$ cat config.mk
export PLATFORM = sky130hd
export DESIGN_NAME = frame_raster_writer
export DESIGN_NICKNAME = d
export VERILOG_FILES = /design/src/rtl/frame_raster_writer.sv
export SDC_FILE = /design/constraint.sdc
export NUM_CORES = 1
export LEC_CHECK = 0
export CAP_MARGIN = 20
export CORE_UTILIZATION = 50
export DETAILED_ROUTE_END_ITERATION = 10
export PLACE_DENSITY = 0.76
export SYNTH_ARGS = -nofsm -noshare
export SYNTH_HDL_FRONTEND = slang
export SYNTH_SLANG_ARGS = --single-unit
$ cat constraint.sdc
create_clock -name clk -period 2.6 [get_ports clk]
set_input_delay 0.26 -clock clk [delete_from_list [all_inputs] [get_ports clk]]
set_output_delay 0.26 -clock clk [all_outputs]
set_load 0.01 [all_outputs]
$ cat src/rtl/frame_raster_writer.sv
// frame_raster_writer
//   Generates every pixel write for one 160x120 frame towards the vga_adapter.
//   A frame request snapshots the game-object positions, then the raster is
//   walked row-major at one pixel per clock.  Mid-frame changes to the object
//   inputs therefore cannot tear the image.
//
// Ports
//   clk         system clock
//   resetn      synchronous, active-low reset
//   start       frame request (only honoured while idle)
//   game_over   selects the "dead" dino colour
//   dino_y      dino top row
//   obs1_x/h    obstacle 1 left column / height
//   obs2_x/h    obstacle 2 left column / height
//   x, y        pixel coordinate to vga_adapter
//   colour      pixel colour (0 when not plotting)
//   plot        pixel write enable
//   busy        high while a frame is in progress (including the done cycle)
//   frame_done  one-cycle pulse after the last pixel
module frame_raster_writer #(
  parameter int XMAX       = 159,
  parameter int YMAX       = 119,
  parameter int GROUND_TOP = 105,
  parameter int DINO_LEFT  = 15,
  parameter int DINO_RIGHT = 25,
  parameter int DINO_H     = 12,
  parameter int OBS_W      = 12,
  parameter logic [2:0] COL_BG        = 3'b011,
  parameter logic [2:0] COL_DINO      = 3'b010,
  parameter logic [2:0] COL_DINO_DEAD = 3'b111,
  parameter logic [2:0] COL_OBS1      = 3'b100,
  parameter logic [2:0] COL_OBS2      = 3'b101,
  parameter logic [2:0] COL_GRND      = 3'b110
) (
  input  logic       clk,
  input  logic       resetn,
  input  logic       start,
  input  logic       game_over,
  input  logic [7:0] dino_y,
  input  logic [7:0] obs1_x,
  input  logic [7:0] obs1_h,
  input  logic [7:0] obs2_x,
  input  logic [7:0] obs2_h,
  output logic [7:0] x,
  output logic [6:0] y,
  output logic [2:0] colour,
  output logic       plot,
  output logic       busy,
  output logic       frame_done
);

  // Sized copies of the geometry; all bound arithmetic is done in 9 bits so
  // that an obstacle near column 255 is clipped instead of wrapping to 0.
  localparam logic [7:0] X_LAST  = 8'(XMAX);
  localparam logic [6:0] Y_LAST  = 7'(YMAX);
  localparam logic [8:0] GT9     = 9'(GROUND_TOP);
  localparam logic [8:0] DL9     = 9'(DINO_LEFT);
  localparam logic [8:0] DR9     = 9'(DINO_RIGHT);
  localparam logic [8:0] DH9     = 9'(DINO_H);
  localparam logic [8:0] OW9     = 9'(OBS_W);
  localparam logic [7:0] GT8     = 8'(GROUND_TOP);

  typedef enum logic [1:0] {
    IDLE = 2'd0,
    SCAN = 2'd1,
    DONE = 2'd2
  } state_t;

  state_t     state_q, state_d;
  logic [7:0] cx_q, cx_d;
  logic [6:0] cy_q, cy_d;
  logic       plot_q, plot_d;
  logic       busy_q, busy_d;
  logic       done_q, done_d;

  // Frame snapshot
  logic       go_q, go_d;
  logic [7:0] dino_y_q, dino_y_d;
  logic [7:0] obs_x_q [2];
  logic [7:0] obs_x_d [2];
  logic [7:0] obs_h_q [2];
  logic [7:0] obs_h_d [2];

  logic [7:0] obs_x_in [2];
  logic [7:0] obs_h_in [2];

  assign obs_x_in[0] = obs1_x;
  assign obs_x_in[1] = obs2_x;
  assign obs_h_in[0] = obs1_h;
  assign obs_h_in[1] = obs2_h;

  // ---------------------------------------------------------------------------
  // State register
  // ---------------------------------------------------------------------------
  always_ff @(posedge clk) begin
    if (!resetn) begin
      state_q  <= IDLE;
      cx_q     <= '0;
      cy_q     <= '0;
      plot_q   <= 1'b0;
      busy_q   <= 1'b0;
      done_q   <= 1'b0;
      go_q     <= 1'b0;
      dino_y_q <= '0;
      obs_x_q  <= '{default: '0};
      obs_h_q  <= '{default: '0};
    end else begin
      state_q  <= state_d;
      cx_q     <= cx_d;
      cy_q     <= cy_d;
      plot_q   <= plot_d;
      busy_q   <= busy_d;
      done_q   <= done_d;
      go_q     <= go_d;
      dino_y_q <= dino_y_d;
      obs_x_q  <= obs_x_d;
      obs_h_q  <= obs_h_d;
    end
  end

  // ---------------------------------------------------------------------------
  // Next-state logic.  plot/busy/frame_done are registered alongside the state
  // so that they leave the block straight from flops.
  // ---------------------------------------------------------------------------
  always_comb begin
    state_d  = state_q;
    cx_d     = cx_q;
    cy_d     = cy_q;
    plot_d   = plot_q;
    busy_d   = busy_q;
    done_d   = 1'b0;
    go_d     = go_q;
    dino_y_d = dino_y_q;
    obs_x_d  = obs_x_q;
    obs_h_d  = obs_h_q;

    case (state_q)
      IDLE: begin
        plot_d = 1'b0;
        busy_d = 1'b0;
        if (start) begin
          state_d  = SCAN;
          plot_d   = 1'b1;
          busy_d   = 1'b1;
          cx_d     = '0;
          cy_d     = '0;
          go_d     = game_over;
          dino_y_d = dino_y;
          obs_x_d  = obs_x_in;
          obs_h_d  = obs_h_in;
        end
      end

      SCAN: begin
        if (cx_q == X_LAST) begin
          cx_d = '0;
          if (cy_q == Y_LAST) begin
            // Last pixel emitted; counters return to 0 so x/y read 0 when idle.
            cy_d    = '0;
            state_d = DONE;
            plot_d  = 1'b0;
            done_d  = 1'b1;
          end else begin
            cy_d = cy_q + 7'd1;
          end
        end else begin
          cx_d = cx_q + 8'd1;
        end
      end

      DONE: begin
        state_d = IDLE;
        busy_d  = 1'b0;
      end

      default: begin
        state_d = IDLE;
        plot_d  = 1'b0;
        busy_d  = 1'b0;
        cx_d    = '0;
        cy_d    = '0;
      end
    endcase
  end

  // ---------------------------------------------------------------------------
  // Colour decode: registers only, never the live object inputs.
  // ---------------------------------------------------------------------------
  logic [8:0] cx9, cy9;
  logic [8:0] dino_top9;
  logic       ground_hit, dino_hit;
  logic [1:0] obs_hit;

  assign cx9       = {1'b0, cx_q};
  assign cy9       = {2'b00, cy_q};
  assign dino_top9 = {1'b0, dino_y_q};

  assign ground_hit = (cy9 >= GT9);
  assign dino_hit   = (cx9 >= DL9) && (cx9 < DR9) &&
                      (cy9 >= dino_top9) && (cy9 < dino_top9 + DH9);

  genvar gi;
  generate
    for (gi = 0; gi < 2; gi++) begin : g_obs
      logic [8:0] left9;
      logic [8:0] top9;
      assign left9 = {1'b0, obs_x_q[gi]};
      // Tall obstacles clamp to the top of the screen rather than underflowing.
      assign top9  = (obs_h_q[gi] >= GT8) ? 9'd0 : (GT9 - {1'b0, obs_h_q[gi]});
      assign obs_hit[gi] = (cx9 >= left9) && (cx9 < left9 + OW9) && (cy9 >= top9);
    end
  endgenerate

  always_comb begin
    colour = 3'b000;
    if (plot_q) begin
      if (ground_hit)      colour = COL_GRND;
      else if (dino_hit)   colour = go_q ? COL_DINO_DEAD : COL_DINO;
      else if (obs_hit[0]) colour = COL_OBS1;
      else if (obs_hit[1]) colour = COL_OBS2;
      else                 colour = COL_BG;
    end
  end

  assign x          = cx_q;
  assign y          = cy_q;
  assign plot       = plot_q;
  assign busy       = busy_q;
  assign frame_done = done_q;

endmodule

### Yosys cells after proc, flatten, opt, wreduce, memory -nomap -nowiden

Index checks and enable logic that the tools add are counted.

| storage, ports and cells | value |
|---|---|
| register bits after elaboration | 61 |
| latch bits | 0 |
| memory bits (writable) | 0 |
| bits in read-only memories | 0 |
| input bits | 44 |
| word-level logic and storage cells | 79 |
| memories | 0 |

| operators by class | value |
|---|---|
| $add $sub $neg | 7 |
| multiply operators | 0 |
| divide/modulo/power cells | 0 |
| magnitude comparators | 13 |
| equal/unequal tests | 7 |
| shift operators | 0 |
| mux-type cells | 25 |
| bitwise operators | 1 |
| reduce and logical (&&, ||, !) cells | 14 |

Operators with widths:

| cell | count |
|---|---|
| 8-bit by 4-bit adder with 9-bit output (second input constant) | 3 |
| 8-bit case mux with 3 select lines | 1 |
| 7-bit 2-to-1 mux | 3 |
| 7-bit case mux with 3 select lines | 1 |
| 7-bit by 9-bit >= comparator with 1-bit output | 2 |
| 8-bit by 9-bit less-than comparator with 1-bit output | 2 |
| 3-bit 2-to-1 mux | 6 |
| 9-bit 2-to-1 mux | 2 |
| 7-bit by 8-bit subtractor with 9-bit output (first input constant) | 2 |
| 8-bit by 7-bit >= comparator with 1-bit output (second input constant) | 2 |
| 8-bit >= comparator | 2 |
| 8-bit 2-to-1 mux | 2 |
| 3-bit AND reduction | 4 |
| 7-bit by 9-bit less-than comparator with 1-bit output | 1 |
| 8-bit by 1-bit adder with 8-bit output (second input constant) | 1 |
| 8-bit equality test (second input constant) | 1 |
| 7-bit by 8-bit >= comparator with 1-bit output | 1 |
| 8-bit by 4-bit >= comparator with 1-bit output (second input constant) | 1 |
| 8-bit by 5-bit less-than comparator with 1-bit output (second input constant) | 1 |
| 7-bit by 1-bit adder with 7-bit output (second input constant) | 1 |
| 7-bit equality test (second input constant) | 1 |
| 7-bit >= comparator (second input constant) | 1 |
| 1-bit logical AND | 7 |
| 2-bit 2-to-1 mux | 3 |
| 10 further kinds | 16 |

### Logic depth before layout (Yosys ltp)

Gate-level depths: netlist (run 1).

| logic depth | value |
|---|---|
| word-level depth | 9 |
| gate-level depth with buffers | 15 |

### Worst setup path before layout (run 1)

No wires, ideal clock.

| path | value |
|---|---|
| path kind | reg-to-output |
| from | register obs_h_q[9] in the netlist's numbering |
| to | output port colour[0] |
| arrival time | 2.689 ns |
| required time | 2.340 ns |
| slack | -0.349 ns |
| cell stages (with the launch flop) | 16 |
| path buffers | 0 |
| cells stage by stage | dfxtp_1 > inv_1 > ha_1 > nand2b_1 > a21oi_1 > nor2_1 > nor2_1 > nand2_1 > ha_1 > or3b_1 > o2111ai_2 > a21oi_2 > o221ai_2 > a211oi_1 > or2_1 > a211oi_1 |

| on the way | value |
|---|---|
| longest elaborated chain between the ends | 8 |
| elaborated cells between the ends (all ways) | 9 |
| those cells by class | add/sub (1); order compare (2); mux (5); reduce/logical (1) |

RTL lines:

| element | line | source |
|---|---|---|
| from (decl) | 81 | `logic [7:0] obs_h_q [2];` |
| from (signal assigned) | 117 | `obs_h_q <= obs_h_d;` |
| 7-bit by 8-bit subtractor with 9-bit output / 8-bit by 7-bit >= comparator with 1-bit output (equally long branches) | 209 | `assign top9 = (obs_h_q[gi] >= GT8) ? 9'd0 : (GT9 - {1'b0, obs_h_q[gi]});` |
| 9-bit 2-to-1 mux * | 209 |  |
| 7-bit by 9-bit >= comparator with 1-bit output * | 210 | `assign obs_hit[gi] = (cx9 >= left9) && (cx9 < left9 + OW9) && (cy9 >= top9);` |
| 1-bit logical AND * | 210 |  |
| 3-bit 2-to-1 mux * | 219 | `else if (obs_hit[0]) colour = COL_OBS1;` |
| 3-bit 2-to-1 mux * | 218 | `else if (dino_hit) colour = go_q ? COL_DINO_DEAD : COL_DINO;` |
| 3-bit 2-to-1 mux * | 217 | `if (ground_hit) colour = COL_GRND;` |
| 3-bit 2-to-1 mux * | 216 | `if (plot_q) begin` |
| to (decl) | 46 | `output logic [2:0] colour,` |

Mark *: on every way between the ends. The rest lies on a longest branch, timed or not.

### Worst setup path after layout (run 1)

| path | value |
|---|---|
| from | register obs_h_q[9] in the netlist's numbering |
| to | output port colour[2] |

Same word-level chain as after synthesis.

==> impl_summary.txt, run 1 <==
----------------------------------------------------
[Status]
  Result of the run ... complete, but fails checks
  Violations in the final reports ... negative setup slack

[Final layout]
  NumNets Final ... 809
  Utilization of the core after routing ... 0.7621
  Post-synthesis to final-layout area growth ... 47.42%
  Commonest cells after routing, fill and taps aside ... sky130_fd_sc_hd__nand2_1 (116), sky130_fd_sc_hd__buf_4 (112), sky130_fd_sc_hd__clkdlybuf4s50_1 (61), sky130_fd_sc_hd__dfxtp_1 (57), sky130_fd_sc_hd__ha_1 (55)
  Reg area ... 1226 sq um
  Most common cell after layout, fill and taps aside ... sky130_fd_sc_hd__nand2_1
  Multi-input gate area in the final layout ... 3040 sq um
  Antenna Cells ... 0
  Proportion of layout cells with a drive suffix above 1 ... 0.2617
  Total of fill cells in the finished design ... 612

[Critical path]
  Type of the worst setup path ... reg -> out
  Cell chain of the critical path ... inv_2, ha_4, nand2b_4, a21oi_4, nor2_2, nor2_2, buf_4, buf_6, nand2_4, ha_4, nand3_2, a21oi_2, o221ai_2, a211oi_4, a31oi_4, a221oi_2, buf_2
  Longest individual stage delay on the worst path ... 0.33 ns
  Slowest cell on the critical path ... sky130_fd_sc_hd__dfxtp_2
  Critical path data arrival time ... 3.20 ns
  Cell family contributing the most delay on the critical path ... compound AO/OA/AOI/OAI gates
  Required time reported for the critical path endpoint ... 2.34 ns
  Critical path fanouts, max ... 3
  Crit start category ... flip-flop
  Count of buffering cells on the critical path with inverters included ... 4
  Nature of the critical path endpoint ... primary output

[STA]
  Final number of max-transition violations ... 0
  Maximum frequency from static timing analysis ... 289.0 MHz
  Normalized max-slew margin ... 0.4034
  Maximum clock skew at final layout ... 0.008058 ns
  Worst hold slack after final layout ... 0.4554 ns
  Final count of hold timing violations ... 0
  Slew at the pin closest to its max-slew limit ... 0.8724 ns
  Final worst-path cycle share ... 1.331
  Post-layout min period ... 3.460 ns
  Setup violators final ... 3
  Min setup slack post-route ... -0.8605 ns
  Unrepaired setup endpoints after global routing ... yes

[Flow run]
  Number of maximum-capacitance constraint violations ... 0

[Clock tree]
  Count of H-tree levels built during CTS ... 3
  Sinks on Clock Net ... 61
  Clock latency at the later pin of the worst-skew pair ... 0.35 ns
  Clock root buffer master ... sky130_fd_sc_hd__clkbuf_8
  Bufs on Longest Clock Path ... 2
  Reg clk slew, reported paths ... 0.07 ns
  Number of buffers created by CTS ... 9
  CTS tree ... built

[Routing]
  Average wire per standard cell ... 15.32 microns
  DRC marker count from the first detailed-route iteration ... 151
  Length of routed met3 wiring ... 454 microns
  Post-Route WL ... 12,440 microns
  Via count of the routed design ... 4,393
  Post-route DRC ... 0
  Average vias per placed instance ... 5.410
  Metal1 wirelength ... 5125 microns
  Highest metal layer with signal wires ... met4
  Post-route ant nets ... 0
  Detailed-routing iteration count for the pre-antenna-repair pass ... 4
  Met2 Wirelength ... 6382 microns

[Pwr]
  VDD IR max ... 0.3572 mV
  Leakage component of the power ... 2.697 nW
  Total power divided by cell area ... 422.4 nW/um^2
  Total Power ... 2.645 mW

[Global routing]
  Global route overflow ... 0
  First-pass GRT wire length ... 20,030 microns
  Via count of the first global-routing pass ... 4,423
  Pin count of the biggest net entering global routing ... 31
  Combined global-route utilization of all metal layers ... 0.2931
  Antenna violations before repair ... 0

[Synthesis]
  Net count of the mapped netlist ... 636
  Async SR Flop Fraction ... 0
  Sequential cell area fraction in the yosys report ... 0.2875
  Main synth FF type ... sky130_fd_sc_hd__dfxtp_1
  Number of flip-flops and latches in the synthesized netlist ... 61
  Cells after Synth ... 529
  Warnings from Yosys ... 0
  Number of enable-type register cells in the synthesized netlist ... 0
  Synth cell types ... 55
  Synthesized area divided by synthesized cell count ... 8.030 sq um
  Post-synthesis cell area ... 4248 sq um

[Floorplanning]
  Number of standard-cell rows in the floorplan ... 33
  Standard cell core area ... 8217 sq um
  Initial standard-cell utilization of the core ... 0.5170
  Number of top-level design ports ... 65
  Total die area ... 8868 sq um
  Die Width ... 94.17 microns
  Die Ht ... 94.17 microns

[Hold path]
  Min-Delay Path Class ... in -> reg

[Place]
  Pre-CTS worst setup slack ... -0.7834 ns
  Input/output buffers ... 64
  Final estimated routing congestion in global placement ... 0.9102
  Half-perimeter wire length of the detailed placement result ... 9075 microns

----------------------------------------------------
## logic make-up (layout without fill, tap and decap cells)
| kind of cell | after synthesis | after routing | synth area share |
|---|---|---|---|
| XOR/XNOR | 27 | 27 | 0.05567 |
| adder cells (fa/ha/maj) | 63 | 63 | 0.1856 |
| AND/OR/NAND/NOR | 198 | 198 | 0.2080 |
| AO/OA/AOI/OAI | 125 | 125 | 0.2130 |
| buffers and inverters | 54 | 232 | 0.04801 |
| flip-flops | 61 | 61 | 0.2875 |
| multiplexers | 1 | 1 | 0.002357 |
## metal layers
layer  global-route usage  vias to the layer above
met5                    0                        -
met4               0.1603                        0
met3              0.04531                       41
met2               0.5417                      122
met1               0.3146                     2059
li1                     -                     2171
## cell usage after synthesis (2+ instances only)
| master | count | share of area |
|---|---|---|
| sky130_fd_sc_hd__nor3b_1 | 3 | 0.0053 |
| sky130_fd_sc_hd__a211oi_1 | 5 | 0.0088 |
| sky130_fd_sc_hd__nand3_1 | 5 | 0.0059 |
| sky130_fd_sc_hd__o2111ai_2 | 2 | 0.0071 |
| sky130_fd_sc_hd__ha_1 | 63 | 0.19 |
| sky130_fd_sc_hd__o2111ai_1 | 4 | 0.0082 |
| sky130_fd_sc_hd__clkbuf_1 | 15 | 0.013 |
| sky130_fd_sc_hd__or2_2 | 2 | 0.0029 |
| sky130_fd_sc_hd__o21ai_0 | 20 | 0.024 |
| sky130_fd_sc_hd__a21o_1 | 3 | 0.0053 |
| sky130_fd_sc_hd__nor3_1 | 12 | 0.014 |
| sky130_fd_sc_hd__a21oi_2 | 3 | 0.0062 |
| sky130_fd_sc_hd__o21a_1 | 6 | 0.011 |
| sky130_fd_sc_hd__nand2_1 | 121 | 0.11 |
| sky130_fd_sc_hd__nor2_1 | 26 | 0.023 |
| sky130_fd_sc_hd__a21boi_0 | 45 | 0.080 |
| sky130_fd_sc_hd__nor4_1 | 3 | 0.0044 |
| sky130_fd_sc_hd__xnor2_1 | 13 | 0.027 |
| sky130_fd_sc_hd__nand2b_1 | 6 | 0.0088 |
| sky130_fd_sc_hd__inv_1 | 38 | 0.034 |
| sky130_fd_sc_hd__dfxtp_1 | 61 | 0.29 |
| sky130_fd_sc_hd__and3_1 | 3 | 0.0044 |
| sky130_fd_sc_hd__nor2b_1 | 3 | 0.0044 |
| sky130_fd_sc_hd__nand4_1 | 3 | 0.0044 |
| sky130_fd_sc_hd__a21oi_1 | 19 | 0.022 |
| sky130_fd_sc_hd__a211o_1 | 2 | 0.0041 |
| sky130_fd_sc_hd__o211ai_1 | 2 | 0.0035 |
| sky130_fd_sc_hd__xor2_1 | 14 | 0.029 |
## area by class of cell
cell class | instances | share of cell area
clock buffer | 10 | 0.02198
multi-input combinational | 414 | 0.4855
tap | 105 | 0.02098
timing repair buffer | 178 | 0.2392
inverter | 38 | 0.02278
clock inverter | 6 | 0.01379
sequential | 61 | 0.1958
## where the power goes
part,total (mW),switching (mW),internal [mW]
Clock,0.975,0.411,0.564
Sequential,1.02,0.0360,0.981
Combinational,0.654,0.311,0.343
## timing repair
item,CTS,global route
pin swaps,18,15
setup endpoints to repair,3,3
hold buffers,0,0
cloned,0,0
setup buffers,10,1
gates resized for setup,40,9
## metrics by stage
stage	area, sq um	cells	TNS [ns]
CTS	6188	811	-2.077
global route	6262	812	-2.966
finish	6262	812	-2.494
global placement	5781	785	-1.993
detailed placement	5781	785	-2.303
floorplan	4282	529	-0.1723
## worst min-delay path, stage by stage
cell and delay, ns:
sky130_fd_sc_hd__clkdlybuf4s50_1 0.40, sky130_fd_sc_hd__nand2_1 0.05, sky130_fd_sc_hd__a21boi_0 0.06
## final timing paths
kind,start,end,slack (ns),cells past startpoint
max,obs_h_q[9],colour[2],-0.86,17
min,obs1_x[3],g_obs[0].left9[3],0.46,3
max reg2reg,y[1],y[3],0.46,9
min reg2reg,g_obs[0].left9[5],g_obs[0].left9[5],0.47,2
## sequential cells by signal (all words and copies together), names as in the netlist
name	flops
obs_h_q	16
go_q	1
x	8
busy	1
g_obs.left9	16
y	7
state_q	2
plot	1
dino_y_q	8
frame_done	1
Power figures use the tool's default switching activity.
==> run 2, diff against run 1 <==
CTS_CLUSTER_DIAMETER = 150   (was not set)
==> results of run 2 <==
The final DEF is identical to that of run 1; final timing and power are the same.
==> run 3, diff against run 2 <==
REMOVE_ABC_BUFFERS = 1   (was not set)
==> run 3 against run 2 <==
Against the previous run:
- the run still ends with negative setup slack left
- clock power shrank 22%
- flip-flop and latch count unchanged
- fmax grew 2.0%
- first-iteration DRC count increased by 21%
- core utilization decreased by 2.4 points
- die area unchanged
- combinational power down 5.2%
- cell count is 1.2% lower
- hold slack better by 0.0084 ns
- critical endpoint is now colour[0]
- largest power group unchanged
==> impl_summary.txt, run 3 (synthesis results as in run 1) <==
----------------------------------------------------
[Global routing]
  Via count of the first global-routing pass ... 4,238 (-4.2%)
  Global route overflow ... 0 (unchanged)
  Pin count of the biggest net entering global routing ... 43 (+39%)
  Antenna violations before repair ... 0 (unchanged)
  Combined global-route utilization of all metal layers ... 0.2749 (-0.01820)
  First-pass GRT wire length ... 19,270 microns (-3.8%)

[Critical path]
  Critical path data arrival time ... 3.13 ns (-0.07 ns)
  Cell chain of the critical path ... inv_2, ha_4, nand2b_4, a21oi_4, nor2_2, nor3_2, ha_1, or3b_1, o2111ai_2, a21oi_2, o221ai_2, a211oi_2, buf_4, or2_1, a211oi_2, buf_2
  CP dominant cell by count ... sky130_fd_sc_hd__a211oi_2
  Nature of the critical path endpoint ... primary output
  Crit Reg-Reg Endpoint ... y[5]
  Cell family contributing the most delay on the critical path ... simple AND/OR/NAND/NOR gates
  Crit start category ... flip-flop
  Slack of the worst reg-to-reg path ... 0.24 ns (-0.22 ns)
  FF-to-FF path depth ... 8 (-1)
  Type of the worst setup path ... reg -> out
  Slowest cell on the critical path ... sky130_fd_sc_hd__or3b_1
  Critical path destination ... colour[0]
  Longest individual stage delay on the worst path ... 0.39 ns (+0.06 ns)
  Count of buffering cells on the critical path with inverters included ... 3 (-1)
  Origin of the worst setup path ... obs_h_q[10]
  R2r startpoint ... y[1]
  Critical path fanouts, max ... 2 (-1)
  Cell depth of the worst setup path ... 16 (-1)
  Required time reported for the critical path endpoint ... 2.34 ns (about the same)

[Clock tree]
  Number of buffers created by CTS ... 9 (unchanged)
  Clock root buffer master ... sky130_fd_sc_hd__clkbuf_8
  Bufs on Longest Clock Path ... 2 (unchanged)
  CTS tree ... built
  Reg clk slew, reported paths ... 0.07 ns (about the same)
  Sinks on Clock Net ... 61 (unchanged)
  Clock latency at the later pin of the worst-skew pair ... 0.35 ns (about the same)
  Count of H-tree levels built during CTS ... 3 (unchanged)

[Floorplanning]
  Initial standard-cell utilization of the core ... 0.5170 (unchanged)
  Total die area ... 8868 sq um (unchanged)
  Standard cell core area ... 8217 sq um (unchanged)
  Die Width ... 94.17 microns (unchanged)
  Number of top-level design ports ... 65 (unchanged)
  Number of standard-cell rows in the floorplan ... 33 (unchanged)
  Die Ht ... 94.17 microns (unchanged)

[Final layout]
  Commonest cells after routing, fill and taps aside ... sky130_fd_sc_hd__nand2_1 (119), sky130_fd_sc_hd__buf_4 (105), sky130_fd_sc_hd__clkdlybuf4s50_1 (61), sky130_fd_sc_hd__ha_1 (58), sky130_fd_sc_hd__dfxtp_1 (58)
  Proportion of layout cells with a drive suffix above 1 ... 0.2339 (-0.02781)
  Most common cell after layout, fill and taps aside ... sky130_fd_sc_hd__nand2_1
  Post-layout instance area ... 6065 sq um (-3.2%)
  Non-filler cells in the finished layout ... 802 (-1.2%)
  NumNets Final ... 801 (-0.99%)
  Post-synthesis to final-layout area growth ... 42.77%
  Utilization of the core after routing ... 0.7381 (-0.02406)
  Antenna Cells ... 0 (unchanged)
  Total of fill cells in the finished design ... 588 (-3.9%)

[Pwr]
  Cell-internal power ... 1.690 mW (-10%)
  Total power divided by cell area ... 394.7 nW/um^2 (-6.6%)
  Total Power ... 2.394 mW (-9.5%)
  VDD IR max ... 0.3036 mV (-15%)
  Sequential fraction of design power ... 0.424 (+0.040)
  Clk pwr share ... 0.317 (-0.052)
  Power dissipated by switching net loads ... 703.6 uW (-7.2%)
  Gate power share ... 0.259 (+0.012)
  Switching share of total power ... 0.2939 (+0.007276)
  Leakage component of the power ... 2.644 nW (-2.0%)

[Routing]
  Via count of the routed design ... 4,284 (-2.5%)
  Detailed-routing iteration count for the pre-antenna-repair pass ... 5 (+1)
  Post-route DRC ... 0 (unchanged)
  Post-Route WL ... 11,530 microns (-7.3%)
  Average vias per placed instance ... 5.342 (-1.3%)
  Post-route ant nets ... 0 (unchanged)
  DRC marker count from the first detailed-route iteration ... 182 (+21%)
  Average wire per standard cell ... 14.38 microns (-6.1%)

[STA]
  Setup violators final ... 3 (unchanged)
  Normalized max-slew margin ... 0.6125 (+0.2091)
  Min setup slack post-route ... -0.7937 ns (+0.06675 ns)
  Final number of max-transition violations ... 0 (unchanged)
  Slew at the pin closest to its max-slew limit ... 0.5666 ns (-0.3057 ns)
  Maximum clock skew at final layout ... 0.007512 ns (-0.0005463 ns)
  Final count of hold timing violations ... 0 (unchanged)
  Maximum frequency from static timing analysis ... 294.7 MHz (+2.0%)
  Unrepaired setup endpoints after global routing ... yes
  Final worst-path cycle share ... 1.305 (-0.02567)
  Post-layout min period ... 3.394 ns (-0.06675 ns)

[Status]
  Violations in the final reports ... negative setup slack
  Result of the run ... complete, but fails checks

[Place]
  Input/output buffers ... 64 (unchanged)
  Standard cell area after detailed placement ... 5754 sq um (-0.45%)
  Final estimated routing congestion in global placement ... 0.8583 (-5.7%)
  Pre-CTS worst setup slack ... -0.8385 ns (-0.05512 ns)
  Instance count after placement with tap cells included ... 786 (+0.13%)
  Half-perimeter wire length of the detailed placement result ... 8791 microns (-3.1%)

[Hold path]
  Min-Delay Path Class ... in -> reg

[Flow run]
  Number of maximum-capacitance constraint violations ... 0 (unchanged)

----------------------------------------------------
-- run 3: cell types whose count changed in the layout (fill, tap and decap cells not counted), sizes merged --
cell	change
buf	-8
bufinv	-2
clkbuf	+2
clkinv	-1
clkinvlp	-1
-- run 3: worst min-delay path by stage --
| stage | from | end | slack (ns) | cells past startpoint |
|---|---|---|---|---|
| 2_1_floorplan | resetn | state_q[0] | 0.38 | 1 |
| 3_3_place_gp | g_obs[0].left9[1] | g_obs[0].left9[1] | 0.45 | 2 |
| 3_5_place_dp | dino_y_q[1] | dino_y_q[1] | 0.46 | 2 |
| 4_1_cts | dino_y[7] | dino_y_q[7] | 0.47 | 3 |
| 5_1_grt | obs2_h[3] | obs_h_q[3] | 0.47 | 3 |
| 6_report | obs1_x[2] | g_obs[0].left9[2] | 0.46 | 3 |
-- run 3: per-layer routing --
metal	vias up	global-route usage	wire length (microns)
met5	-	0	0
met4	0	0.08590	156
met3	21	0.04935	567
met2	101	0.4837	5813
met1	2012	0.3355	4996
li1	2150	-	-
-- run 3: power groups by stage --
stage,Combinational [mW],Sequential (mW),Clock (mW)
4_1_cts,0.608,1.01,0.760
5_1_grt,0.687,1.02,0.810
3_5_place_dp,0.585,1.03,0
3_3_place_gp,0.562,1.03,0
2_1_floorplan,0.288,1.04,0
6_report,0.620,1.01,0.759
-- run 3: area by class of cell --
| class | count | area, sq um | area share |
|---|---|---|---|
| multi-input cells | 414 | 2967 | 0.4892 |
| repair buffers | 170 | 1434 | 0.2364 |
| flip-flops and latches | 61 | 1225 | 0.2020 |
| clock buffers | 12 | 155.1 | 0.02558 |
| inverters | 38 | 142.6 | 0.02352 |
| well taps | 105 | 131.4 | 0.02166 |
| clock inverters | 2 | 10.01 | 0.001651 |
-- run 3: repair_timing --
item | CTS | global route
hold endpoints to repair | 0 | 0
buffers inserted | 1 | 1
hold buffers | 0 | 0
resized for setup | 31 | 15
pin swaps | 11 | 10
cloned | 0 | 0
endpoints found under the setup margin | 3 | 3
-- run 3: worst register-to-register path, cell delays in order, from the launching register on --
cell and delay (ns):
sky130_fd_sc_hd__dfxtp_1 0.45, sky130_fd_sc_hd__buf_4 0.20, sky130_fd_sc_hd__ha_1 0.23, sky130_fd_sc_hd__nand3_1 0.09, sky130_fd_sc_hd__or2_2 0.28, sky130_fd_sc_hd__nor3_1 0.24
sky130_fd_sc_hd__nor2_1 0.13, sky130_fd_sc_hd__o21ai_0 0.48, sky130_fd_sc_hd__nor2_1 0.11
-- run 3: through the flow --
| step | TNS, ns | hold WS [ns] |
|---|---|---|
| after global placement | -2.055 | 0.4521 |
| after global routing | -2.668 | 0.4747 |
| after floorplan | -0.6177 | 0.3777 |
| after detailed placement | -2.406 | 0.4619 |
| after CTS | -2.171 | 0.4667 |
| final | -2.179 | 0.4638 |
